==> config.mk <==
export PLATFORM = sky130hd
export DESIGN_NAME = mpu_load_flat
export DESIGN_NICKNAME = d
export VERILOG_FILES = /design/src/rtl/global_defs.sv /design/src/rtl/mpu_pkg.sv /design/src/rtl/mpu_load_if.sv /design/src/rtl/mpu_index_counter.sv /design/src/rtl/mpu_load.sv /design/src/flat_wrapper.sv
export SDC_FILE = /design/constraint.sdc
export NUM_CORES = 1
export LEC_CHECK = 0
export CAP_MARGIN = 10
export CORE_MARGIN = 8
export CORE_UTILIZATION = 60
export CTS_CLUSTER_SIZE = 20
export DETAILED_ROUTE_END_ITERATION = 8
export DONT_BUFFER_PORTS = 1
export PLACE_DENSITY = 0.78
export SKIP_CTS_REPAIR_TIMING = 1
export SLEW_MARGIN = 40
export SYNTH_ARGS = -nofsm -noshare
export SYNTH_HDL_FRONTEND = slang
export SYNTH_SLANG_ARGS = --single-unit
==> constraint.sdc <==
create_clock -name clk -period 2.3 [get_ports clk]
set_clock_uncertainty 0.15 [all_clocks]
set_input_delay 0.345 -clock clk [delete_from_list [all_inputs] [get_ports clk]]
set_output_delay 0.345 -clock clk [all_outputs]
set_load 0.01 [all_outputs]
==> src/rtl/global_defs.sv <==
// rtl/global_defs.sv - project-wide default sizes for the MPU datapath
package global_defs;
    localparam int FP               = 32;
    localparam int M                = 3;
    localparam int N                = 3;
    localparam int MATRIX_REGISTERS = 16;
endpackage

==> src/rtl/mpu_pkg.sv <==
// rtl/mpu_pkg.sv - MPU shared types, load command record and helpers
package mpu_pkg;
    import global_defs::*;

    typedef enum logic [1:0] {
        NOP   = 2'd0,
        LOAD  = 2'd1,
        STORE = 2'd2
    } mpu_operation_t;

    typedef enum logic {
        LOAD_IDLE   = 1'b0,
        LOAD_MATRIX = 1'b1
    } load_state_t;

    localparam int LOAD_ADDR_W       = $clog2(MATRIX_REGISTERS);
    localparam int LOAD_M_W          = $clog2(M) + 1;
    localparam int LOAD_N_W          = $clog2(N) + 1;
    localparam int LOAD_MAX_ELEMENTS = M * N;

    typedef struct packed {
        logic [LOAD_ADDR_W-1:0] dest;
        logic [LOAD_M_W-1:0]    m;
        logic [LOAD_N_W-1:0]    n;
    } load_cmd_t;

    // A dimension is usable only when it names at least one and at most max_dim rows/cols.
    function automatic logic dim_in_range(input int unsigned dim, input int unsigned max_dim);
        return (dim != 0) && (dim <= max_dim);
    endfunction
endpackage

==> src/rtl/mpu_load_if.sv <==
// rtl/mpu_load_if.sv - command, element stream, write port and completion bundle of the load unit
interface mpu_load_if
    import mpu_pkg::*;
#(
    parameter int FP               = global_defs::FP,
    parameter int M                = global_defs::M,
    parameter int N                = global_defs::N,
    parameter int MATRIX_REGISTERS = global_defs::MATRIX_REGISTERS
) ();
    localparam int A_W = $clog2(MATRIX_REGISTERS);

    mpu_operation_t      mpu_op_in;
    logic [A_W-1:0]      dest_in;
    logic [$clog2(M):0]  m_in;
    logic [$clog2(N):0]  n_in;
    logic                load_ready_out;

    logic [FP-1:0]       element_in;
    logic                element_valid_in;
    logic                element_ready_out;

    logic                reg_wr_en_out;
    logic [A_W-1:0]      reg_wr_addr_out;
    logic [$clog2(M)-1:0] reg_wr_row_out;
    logic [$clog2(N)-1:0] reg_wr_col_out;
    logic [FP-1:0]       reg_wr_data_out;

    logic                load_done_out;
    logic [$clog2(M):0]  load_m_out;
    logic [$clog2(N):0]  load_n_out;
    logic                load_error_out;

    modport slave (
        input  mpu_op_in, dest_in, m_in, n_in, element_in, element_valid_in,
        output load_ready_out, element_ready_out,
        output reg_wr_en_out, reg_wr_addr_out, reg_wr_row_out, reg_wr_col_out, reg_wr_data_out,
        output load_done_out, load_m_out, load_n_out, load_error_out
    );

    modport master (
        output mpu_op_in, dest_in, m_in, n_in, element_in, element_valid_in,
        input  load_ready_out, element_ready_out,
        input  reg_wr_en_out, reg_wr_addr_out, reg_wr_row_out, reg_wr_col_out, reg_wr_data_out,
        input  load_done_out, load_m_out, load_n_out, load_error_out
    );
endinterface

==> src/rtl/mpu_index_counter.sv <==
// rtl/mpu_index_counter.sv - row-major row/col walker with runtime limits and last-element flag
module mpu_index_counter #(
    parameter int  ROW_W = 2,
    parameter int  COL_W = 2,
    localparam int MW    = ROW_W + 1,
    localparam int NW    = COL_W + 1
) (
    input  logic             clk,
    input  logic             rst,
    input  logic             i_clear,
    input  logic             i_advance,
    input  logic [MW-1:0]    i_m_limit,
    input  logic [NW-1:0]    i_n_limit,
    output logic [ROW_W-1:0] o_row,
    output logic [COL_W-1:0] o_col,
    output logic             o_last
);
    logic [ROW_W-1:0] r_row;
    logic [COL_W-1:0] r_col;
    logic             w_row_end;
    logic             w_col_end;

    assign w_row_end = (MW'(r_row) == (i_m_limit - MW'(1)));
    assign w_col_end = (NW'(r_col) == (i_n_limit - NW'(1)));

    // Wrapping the row on the last element leaves the walker at (0,0) for the next user.
    always_ff @(posedge clk) begin
        if (rst || i_clear) begin
            r_row <= '0;
            r_col <= '0;
        end else if (i_advance) begin
            if (w_col_end) begin
                r_col <= '0;
                r_row <= w_row_end ? '0 : r_row + ROW_W'(1);
            end else begin
                r_col <= r_col + COL_W'(1);
            end
        end
    end

    assign o_row  = r_row;
    assign o_col  = r_col;
    assign o_last = w_row_end && w_col_end;
endmodule

==> src/rtl/mpu_load.sv <==
// rtl/mpu_load.sv - matrix LOAD front-end: command latch, element stream, register-file writes
module mpu_load
    import mpu_pkg::*;
#(
    parameter int FP               = global_defs::FP,
    parameter int M                = global_defs::M,
    parameter int N                = global_defs::N,
    parameter int MATRIX_REGISTERS = global_defs::MATRIX_REGISTERS
) (
    input logic       clk,
    input logic       rst,
    mpu_load_if.slave bus
);
    localparam int A_W = $clog2(MATRIX_REGISTERS);
    localparam int R_W = $clog2(M);
    localparam int C_W = $clog2(N);

    load_state_t     r_state;
    load_state_t     w_next_state;
    load_cmd_t       r_cmd;

    logic            w_accept;
    logic            w_dims_ok;
    logic            w_xfer;
    logic            w_last;
    logic [R_W-1:0]  w_row;
    logic [C_W-1:0]  w_col;

    logic            r_wr_en;
    logic [A_W-1:0]  r_wr_addr;
    logic [R_W-1:0]  r_wr_row;
    logic [C_W-1:0]  r_wr_col;
    logic [FP-1:0]   r_wr_data;
    logic            r_done;
    logic [R_W:0]    r_done_m;
    logic [C_W:0]    r_done_n;
    logic            r_error;

    assign w_accept  = (r_state == LOAD_IDLE) && (bus.mpu_op_in == LOAD);
    assign w_dims_ok = dim_in_range(32'(bus.m_in), M) && dim_in_range(32'(bus.n_in), N);
    assign w_xfer    = (r_state == LOAD_MATRIX) && bus.element_valid_in;

    mpu_index_counter #(
        .ROW_W (R_W),
        .COL_W (C_W)
    ) u_index (
        .clk       (clk),
        .rst       (rst),
        .i_clear   (w_accept),
        .i_advance (w_xfer),
        .i_m_limit (r_cmd.m),
        .i_n_limit (r_cmd.n),
        .o_row     (w_row),
        .o_col     (w_col),
        .o_last    (w_last)
    );

    always_ff @(posedge clk) begin
        if (rst) begin
            r_state <= LOAD_IDLE;
        end else begin
            r_state <= w_next_state;
        end
    end

    always_comb begin
        w_next_state = r_state;
        case (r_state)
            LOAD_IDLE: begin
                if (w_accept && w_dims_ok) begin
                    w_next_state = LOAD_MATRIX;
                end
            end
            LOAD_MATRIX: begin
                if (w_xfer && w_last) begin
                    w_next_state = LOAD_IDLE;
                end
            end
            default: w_next_state = LOAD_IDLE;
        endcase
    end

    always_comb begin
        bus.load_ready_out    = (r_state == LOAD_IDLE);
        bus.element_ready_out = (r_state == LOAD_MATRIX);
    end

    // Rejected commands leave the previous command intact; it is never reused without a new accept.
    always_ff @(posedge clk) begin
        if (rst) begin
            r_cmd <= '0;
        end else if (w_accept && w_dims_ok) begin
            r_cmd.dest <= bus.dest_in;
            r_cmd.m    <= bus.m_in;
            r_cmd.n    <= bus.n_in;
        end
    end

    // Done and dimensions ride on the same edge as the final write so the register file sees them together.
    always_ff @(posedge clk) begin
        if (rst) begin
            r_wr_en   <= 1'b0;
            r_wr_addr <= '0;
            r_wr_row  <= '0;
            r_wr_col  <= '0;
            r_wr_data <= '0;
            r_done    <= 1'b0;
            r_done_m  <= '0;
            r_done_n  <= '0;
            r_error   <= 1'b0;
        end else begin
            r_wr_en   <= w_xfer;
            r_wr_addr <= w_xfer ? r_cmd.dest : '0;
            r_wr_row  <= w_xfer ? w_row : '0;
            r_wr_col  <= w_xfer ? w_col : '0;
            r_wr_data <= w_xfer ? bus.element_in : '0;
            r_done    <= w_xfer && w_last;
            r_done_m  <= (w_xfer && w_last) ? r_cmd.m : '0;
            r_done_n  <= (w_xfer && w_last) ? r_cmd.n : '0;
            r_error   <= w_accept && !w_dims_ok;
        end
    end

    assign bus.reg_wr_en_out   = r_wr_en;
    assign bus.reg_wr_addr_out = r_wr_addr;
    assign bus.reg_wr_row_out  = r_wr_row;
    assign bus.reg_wr_col_out  = r_wr_col;
    assign bus.reg_wr_data_out = r_wr_data;
    assign bus.load_done_out   = r_done;
    assign bus.load_m_out      = r_done_m;
    assign bus.load_n_out      = r_done_n;
    assign bus.load_error_out  = r_error;
endmodule
==> src/flat_wrapper.sv <==
// flat-port wrapper written by rule: the top's interface ports become plain ports
module mpu_load_flat import mpu_pkg::*;
#(
    parameter int FP               = global_defs::FP,
    parameter int M                = global_defs::M,
    parameter int N                = global_defs::N,
    parameter int MATRIX_REGISTERS = global_defs::MATRIX_REGISTERS
)
  (clk, rst, bus_mpu_op_in, bus_dest_in, bus_m_in, bus_n_in, bus_element_in, bus_element_valid_in, bus_load_ready_out, bus_element_ready_out, bus_reg_wr_en_out, bus_reg_wr_addr_out, bus_reg_wr_row_out, bus_reg_wr_col_out, bus_reg_wr_data_out, bus_load_done_out, bus_load_m_out, bus_load_n_out, bus_load_error_out);
  mpu_load_if #(.FP(FP), .M(M), .N(N), .MATRIX_REGISTERS(MATRIX_REGISTERS)) bus_i ();
  input logic clk;
  input logic rst;
  input wire logic [$bits(bus_i.mpu_op_in)-1:0] bus_mpu_op_in;
  input wire logic [$bits(bus_i.dest_in)-1:0] bus_dest_in;
  input wire logic [$bits(bus_i.m_in)-1:0] bus_m_in;
  input wire logic [$bits(bus_i.n_in)-1:0] bus_n_in;
  input wire logic [$bits(bus_i.element_in)-1:0] bus_element_in;
  input wire logic [$bits(bus_i.element_valid_in)-1:0] bus_element_valid_in;
  output wire logic [$bits(bus_i.load_ready_out)-1:0] bus_load_ready_out;
  output wire logic [$bits(bus_i.element_ready_out)-1:0] bus_element_ready_out;
  output wire logic [$bits(bus_i.reg_wr_en_out)-1:0] bus_reg_wr_en_out;
  output wire logic [$bits(bus_i.reg_wr_addr_out)-1:0] bus_reg_wr_addr_out;
  output wire logic [$bits(bus_i.reg_wr_row_out)-1:0] bus_reg_wr_row_out;
  output wire logic [$bits(bus_i.reg_wr_col_out)-1:0] bus_reg_wr_col_out;
  output wire logic [$bits(bus_i.reg_wr_data_out)-1:0] bus_reg_wr_data_out;
  output wire logic [$bits(bus_i.load_done_out)-1:0] bus_load_done_out;
  output wire logic [$bits(bus_i.load_m_out)-1:0] bus_load_m_out;
  output wire logic [$bits(bus_i.load_n_out)-1:0] bus_load_n_out;
  output wire logic [$bits(bus_i.load_error_out)-1:0] bus_load_error_out;
  assign bus_i.mpu_op_in = bus_mpu_op_in;
  assign bus_i.dest_in = bus_dest_in;
  assign bus_i.m_in = bus_m_in;
  assign bus_i.n_in = bus_n_in;
  assign bus_i.element_in = bus_element_in;
  assign bus_i.element_valid_in = bus_element_valid_in;
  assign bus_load_ready_out = bus_i.load_ready_out;
  assign bus_element_ready_out = bus_i.element_ready_out;
  assign bus_reg_wr_en_out = bus_i.reg_wr_en_out;
  assign bus_reg_wr_addr_out = bus_i.reg_wr_addr_out;
  assign bus_reg_wr_row_out = bus_i.reg_wr_row_out;
  assign bus_reg_wr_col_out = bus_i.reg_wr_col_out;
  assign bus_reg_wr_data_out = bus_i.reg_wr_data_out;
  assign bus_load_done_out = bus_i.load_done_out;
  assign bus_load_m_out = bus_i.load_m_out;
  assign bus_load_n_out = bus_i.load_n_out;
  assign bus_load_error_out = bus_i.load_error_out;
  mpu_load #(.FP(FP), .M(M), .N(N), .MATRIX_REGISTERS(MATRIX_REGISTERS)) u_core (.clk(clk), .rst(rst), .bus(bus_i));
endmodule
After elaboration in Yosys (flattened, before gate mapping)
Index checks and enable logic that the tools add are counted.

Flip-flop bits (word level): 64. Bits of input ports: 47. Output and inout port bits: 51. Logic and storage cells: 48.

Add/sub/neg operators: 4. Magnitude comparators: 2. Equal/unequal tests: 3. Multiplexer cells: 5. Bitwise logic cells: 3. Reductions and logical operators: 16.

Operator list (count): logical AND 1 bit (9); == test 2 x 3 -> 1 bit (2); <= comparator 3 x 2 -> 1 bit, second input constant (2); nonzero test 3 bit (2); subtractor 3 x 1 -> 3 bit, second input constant (2); adder 2 x 1 -> 2 bit, second input constant (2); two-way mux 2 bit (2); OR reduction 2 bit (2); NOT 1 bit (3); == test 2 x 1 -> 1 bit, second input constant (1); two-way mux 1 bit (2); case mux 1 bit (2 select lines) (1); AND reduction 2 bit (1); logical NOT 1 bit (1); logical OR 1 bit (1).

Logic depth before layout (Yosys ltp)
Depth in word-level cells: 6. Depth in mapped cells: 6. Gate-level depth less buffers: 6.

Hierarchy
A second synthesis with hierarchy kept.

Cells, all modules: 188. Area total of the unflattened synthesis: 2107.0 um^2.

Modules (own cells, without submodules): mpu_load (instances 1, cells each 152, area each 1814.2 um^2, sequential area each 1201.2 um^2); mpu_index_counter (instances 1, cells each 36, area each 292.8 um^2, sequential area each 80.1 um^2).

Worst setup path after synthesis
OpenSTA, ideal clock, no wires.

Path kind: reg-to-reg. Start: reg u_core.r_cmd[0] (netlist name). End: reg u_core.u_index.r_row[1], in the netlist u_core.u_index.o_row[1]. Setup time: 0.070 ns. Arrival: 1.709 ns. Data required time: 2.080 ns. Path slack: 0.371 ns. Stages on the path, launching flop included: 7. Buffers on the path: 0. Clock period less this slack: 1.929 ns. Cell sequence: dfxtp_1 > inv_1 > ha_1 > xor2_1 > nand4b_2 > or4b_1 > a21oi_1.

Cells in the longest elaborated chain, start to end: 3.

RTL lines: from (decl) (line mpu_load.sv:20) `load_cmd_t r_cmd;`; subtractor 3 x 1 -> 3 bit (line mpu_index_counter.sv:24) `assign w_col_end = (NW'(r_col) == (i_n_limit - NW'(1)));`; == test 2 x 3 -> 1 bit (line mpu_index_counter.sv:24); AND reduction 2 bit (no source line); to (signal assigned) (line mpu_index_counter.sv:34) `r_row <= w_row_end ? '0 : r_row + ROW_W'(1);`; to (decl) (line mpu_index_counter.sv:18) `logic [ROW_W-1:0] r_row;`.

No other way between the ends. A chain may end at the register's enable or synchronous reset.

Worst setup path after layout
Ends and elaborated chain as after synthesis.

==> results.sh <==
export IMPL_run_status="finished, final reports clean"
export IMPL_layout_core_utilization_pct=80.95
export IMPL_finalCriticalPeriod_ps=2139
export IMPL_drt_iter0_drc=49
export IMPL_holdCritStartpoint="bus_n_in[2]"
export IMPL_min_delay_path_depth=2
export IMPL_cts_tree="done"
export IMPL_slew_violations=0
export IMPL_die_area_um2=5494
export IMPL_drt_antenna_violating_nets=0
export IMPL_number_of_detailed_routing_iterations_run_before_antenna_repair=6
export IMPL_most_common_layout_cells="dfxtp_1 (64), and2_1 (44), dlygate4sd3_1 (41), nor2_1 (11), clkbuf_4 (9)"
export IMPL_finish_net_count=277
export IMPL_achievable_frequency_mhz=467.6
export IMPL_worst_r2r_cell_count=6
export IMPL_synth_ff_latch_count=64
export IMPL_syn_to_final_growth_pct=31.17
export IMPL_met3_length_um=487
export IMPL_worst_skew_pair_late_latency_ps=380
export IMPL_cts_htree_levels=3
export IMPL_path_delay_family="simple AND/OR/NAND/NOR gates"
export IMPL_hold_path_class="in2reg"
export IMPL_final_common_cell="dfxtp_1"
export IMPL_avgRoutedWirePerCell_um=17.14
export IMPL_ctsLongestPathBuffers=2
export IMPL_total_power_mw=2.047
export IMPL_drcViolationCount=0
export IMPL_post_route_cells_drive_above_1_share_pct=10.73
export IMPL_post_synth_num_cell_types=27
export IMPL_critPathKind="reg2reg"
export IMPL_worst_setup_path_end_kind="flop"
export IMPL_finalSetupTns_ps=0
export IMPL_detail_route_wirelength_met1_um=1674
export IMPL_timing_rr_start="u_core.r_cmd[0]"
export IMPL_detailroute_via_count=1387
export IMPL_drv_max_cap_violation_count=0
export IMPL_min_to="u_core.bus.load_error_out"
export IMPL_timing_critical_path_from_type="flop"
export IMPL_final_critical_path_setup_slack_ps=161.4
export IMPL_postSynthCellCount=179
export IMPL_clkTransAtPathRegs_ps=100
export IMPL_overall_global_routing_resource_usage_pct=15.32
export IMPL_routed_top_layer="met4"
export IMPL_placement_stage_worst_setup_slack_ps=196.9
export IMPL_grt_pass1_vias=1244
export IMPL_antenna_found_initial=0
export IMPL_hold_viol=0
export IMPL_arrival_time_of_the_worst_setup_path_ps=2310
export IMPL_cts_sinks=64
export IMPL_report_final_setup_viol=0
export IMPL_timing_reg2reg_setup_slack_ps=160
export IMPL_pin_count_of_the_biggest_net_entering_global_routing=41
export IMPL_max_slew_worst_pin_slew_ps=625.2
export IMPL_route_final_wire_length_um=4783
export IMPL_nFillCells=190
export IMPL_cts_root_buf="clkbuf_4"
export IMPL_antennaDiodeCount=0
export IMPL_synthDominantCellAreaShare_pct=63.21
export IMPL_critical_path_buffers_and_inverters=1
export IMPL_synthDominantAreaCellType="dfxtp_1"
export IMPL_crit_slowest_cell="or4b_1"
export IMPL_rows=21
export IMPL_cts_made_buffers=9
export IMPL_relSlewSlack_pct=58.18
export IMPL_grt_first_pass_wirelength_um=6044
export IMPL_synthesis_yosys_warnings=0
export IMPL_pwr_density_cell_nw_per_um2=770.0
export IMPL_floorplan_die_width_um=74.12
export IMPL_worst_vdd_rail_ir_drop_uv=510.4
export IMPL_syn_mean_instance_area_um2=11.32
export IMPL_routed_wl_met2_um=2523
export IMPL_critPathMaxFanout=5
export IMPL_synth_area_leaders="dfxtp_1 (63%), and2_1 (14%), mux2i_1 (4.0%), nor2_1 (2.2%), xor2_1 (1.3%)"
export IMPL_total_leakage_power_nw=1.062
export IMPL_dp_hpwl_um=3205
export IMPL_share_of_the_yosys_chip_area_belonging_to_registers_pct=63.21
export IMPL_mappedNetlistArea_um2=2027
export IMPL_avgViaCountPerCell=4.971
export IMPL_holdWs_ps=58.03
export IMPL_io_buffers=0
export IMPL_rsz0062_at_grt="no"
export IMPL_synth_fp_nets=228
export IMPL_crit_path_max_incr_delay_ps=500
export IMPL_floorplan_io_pins=98
export IMPL_die_y_um=74.12
export IMPL_core_area_um2=3284
export IMPL_list_of_cells_traversed_by_the_critical_path="inv_1, ha_1, xor2_1, nand4b_2, or4b_1, a21oi_1"
export IMPL_critPathRequiredTime_ps=2470
export IMPL_place_congestion=0.6852
export IMPL_grt_overflow=0
export IMPL_initial_utilization_pct=61.71
export IMPL_r2r_end="u_core.u_index.o_row[1]"
export IMPL_fin_crit_sh_pct=92.98
[worst register-to-register path: stages (launching register included)]
cell	delay, ps
dfxtp_1	440
inv_1	70
ha_1	300
xor2_1	250
nand4b_2	190
or4b_1	500
a21oi_1	170
[cell type report]
cell class	count	area, um2	share of cell area (%)
multi-input cells	103	699.4	26.31
clock inverters	5	80.08	3.012
inverters	6	22.52	0.8471
clock buffers	11	85.08	3.200
well taps	46	57.56	2.165
flip-flops and latches	64	1281	48.19
repair buffers	44	432.9	16.28
[sequential cells by signal, summed over array words and instances, names as in the netlist]
signal / cells
u_core.bus.reg_wr_en_out: 1
u_core.bus.load_n_out: 3
u_core.bus.element_ready_out: 1
u_core.bus.reg_wr_data_out: 32
u_core.bus.load_done_out: 1
u_core.bus.load_error_out: 1
u_core.r_cmd: 10
u_core.u_index.o_col: 2
u_core.bus.reg_wr_col_out: 2
u_core.bus.reg_wr_row_out: 2
u_core.bus.reg_wr_addr_out: 4
u_core.u_index.o_row: 2
u_core.bus.load_m_out: 3
[metal layers]
metal / track usage, % / vias to the layer above
met5: 0 / -
met4: 11.97 / 0
met3: 9.299 / 10
met1: 14.01 / 630
li1: - / 679
met2: 24.22 / 68
[synth_stat cells]
cell	count
or2b_2	1
nor3b_1	3
a21oi_1	4
nor4_2	1
nor4_4	1
inv_1	6
nand3b_1	1
nor3_1	4
or4b_1	1
and2_1	44
or3b_1	1
xnor2_1	2
dfxtp_1	64
o22ai_1	1
nand4b_2	1
ha_1	2
nand2_1	5
clkbuf_1	5
o21ai_0	2
a31oi_1	2
buf_4	1
xor2_2	1
xor2_1	3
mux2i_1	8
and2_2	1
nand3_1	2
nor2_1	12
[logic make-up (layout without fill, tap and decap cells)]
family	Yosys count	after routing	synth area share, %
adder cells (fa/ha/maj)	2	2	1.234
buffers and inverters	12	66	2.408
multiplexers	8	8	3.951
AO/OA/AOI/OAI	9	9	2.408
AND/OR/NAND/NOR	78	78	23.83
flip-flops	64	64	63.21
XOR/XNOR	6	6	2.964
[per-stage QoR]
stage	cells	instance area (um2)
2_1_floorplan	179	2027
3_3_place_gp	222	2083
3_5_place_dp	222	2083
4_1_cts	238	2248
5_1_grt	279	2659
6_report	279	2659
[worst max path at each step]
stage / slack [ps] / depth (start not counted) / end / from
final: 160 / 6 / u_core.u_index.o_row[1] / u_core.r_cmd[0]
after global routing: 30 / 6 / u_core.u_index.o_row[1] / u_core.r_cmd[0]
after CTS: 170 / 6 / u_core.u_index.o_row[1] / u_core.r_cmd[0]
after detailed placement: 200 / 6 / u_core.u_index.o_row[1] / u_core.r_cmd[0]
after global placement: 330 / 6 / u_core.u_index.o_row[1] / u_core.r_cmd[0]
after floorplan: 370 / 6 / u_core.u_index.o_row[1] / u_core.r_cmd[0]
[report_power, final]
part	total [mW]	internal (mW)	switching (mW)
Combinational	0.0861	0.0578	0.0283
Sequential	1.12	1.11	0.00600
Clock	0.842	0.469	0.372
Power figures use the tool's default switching activity.
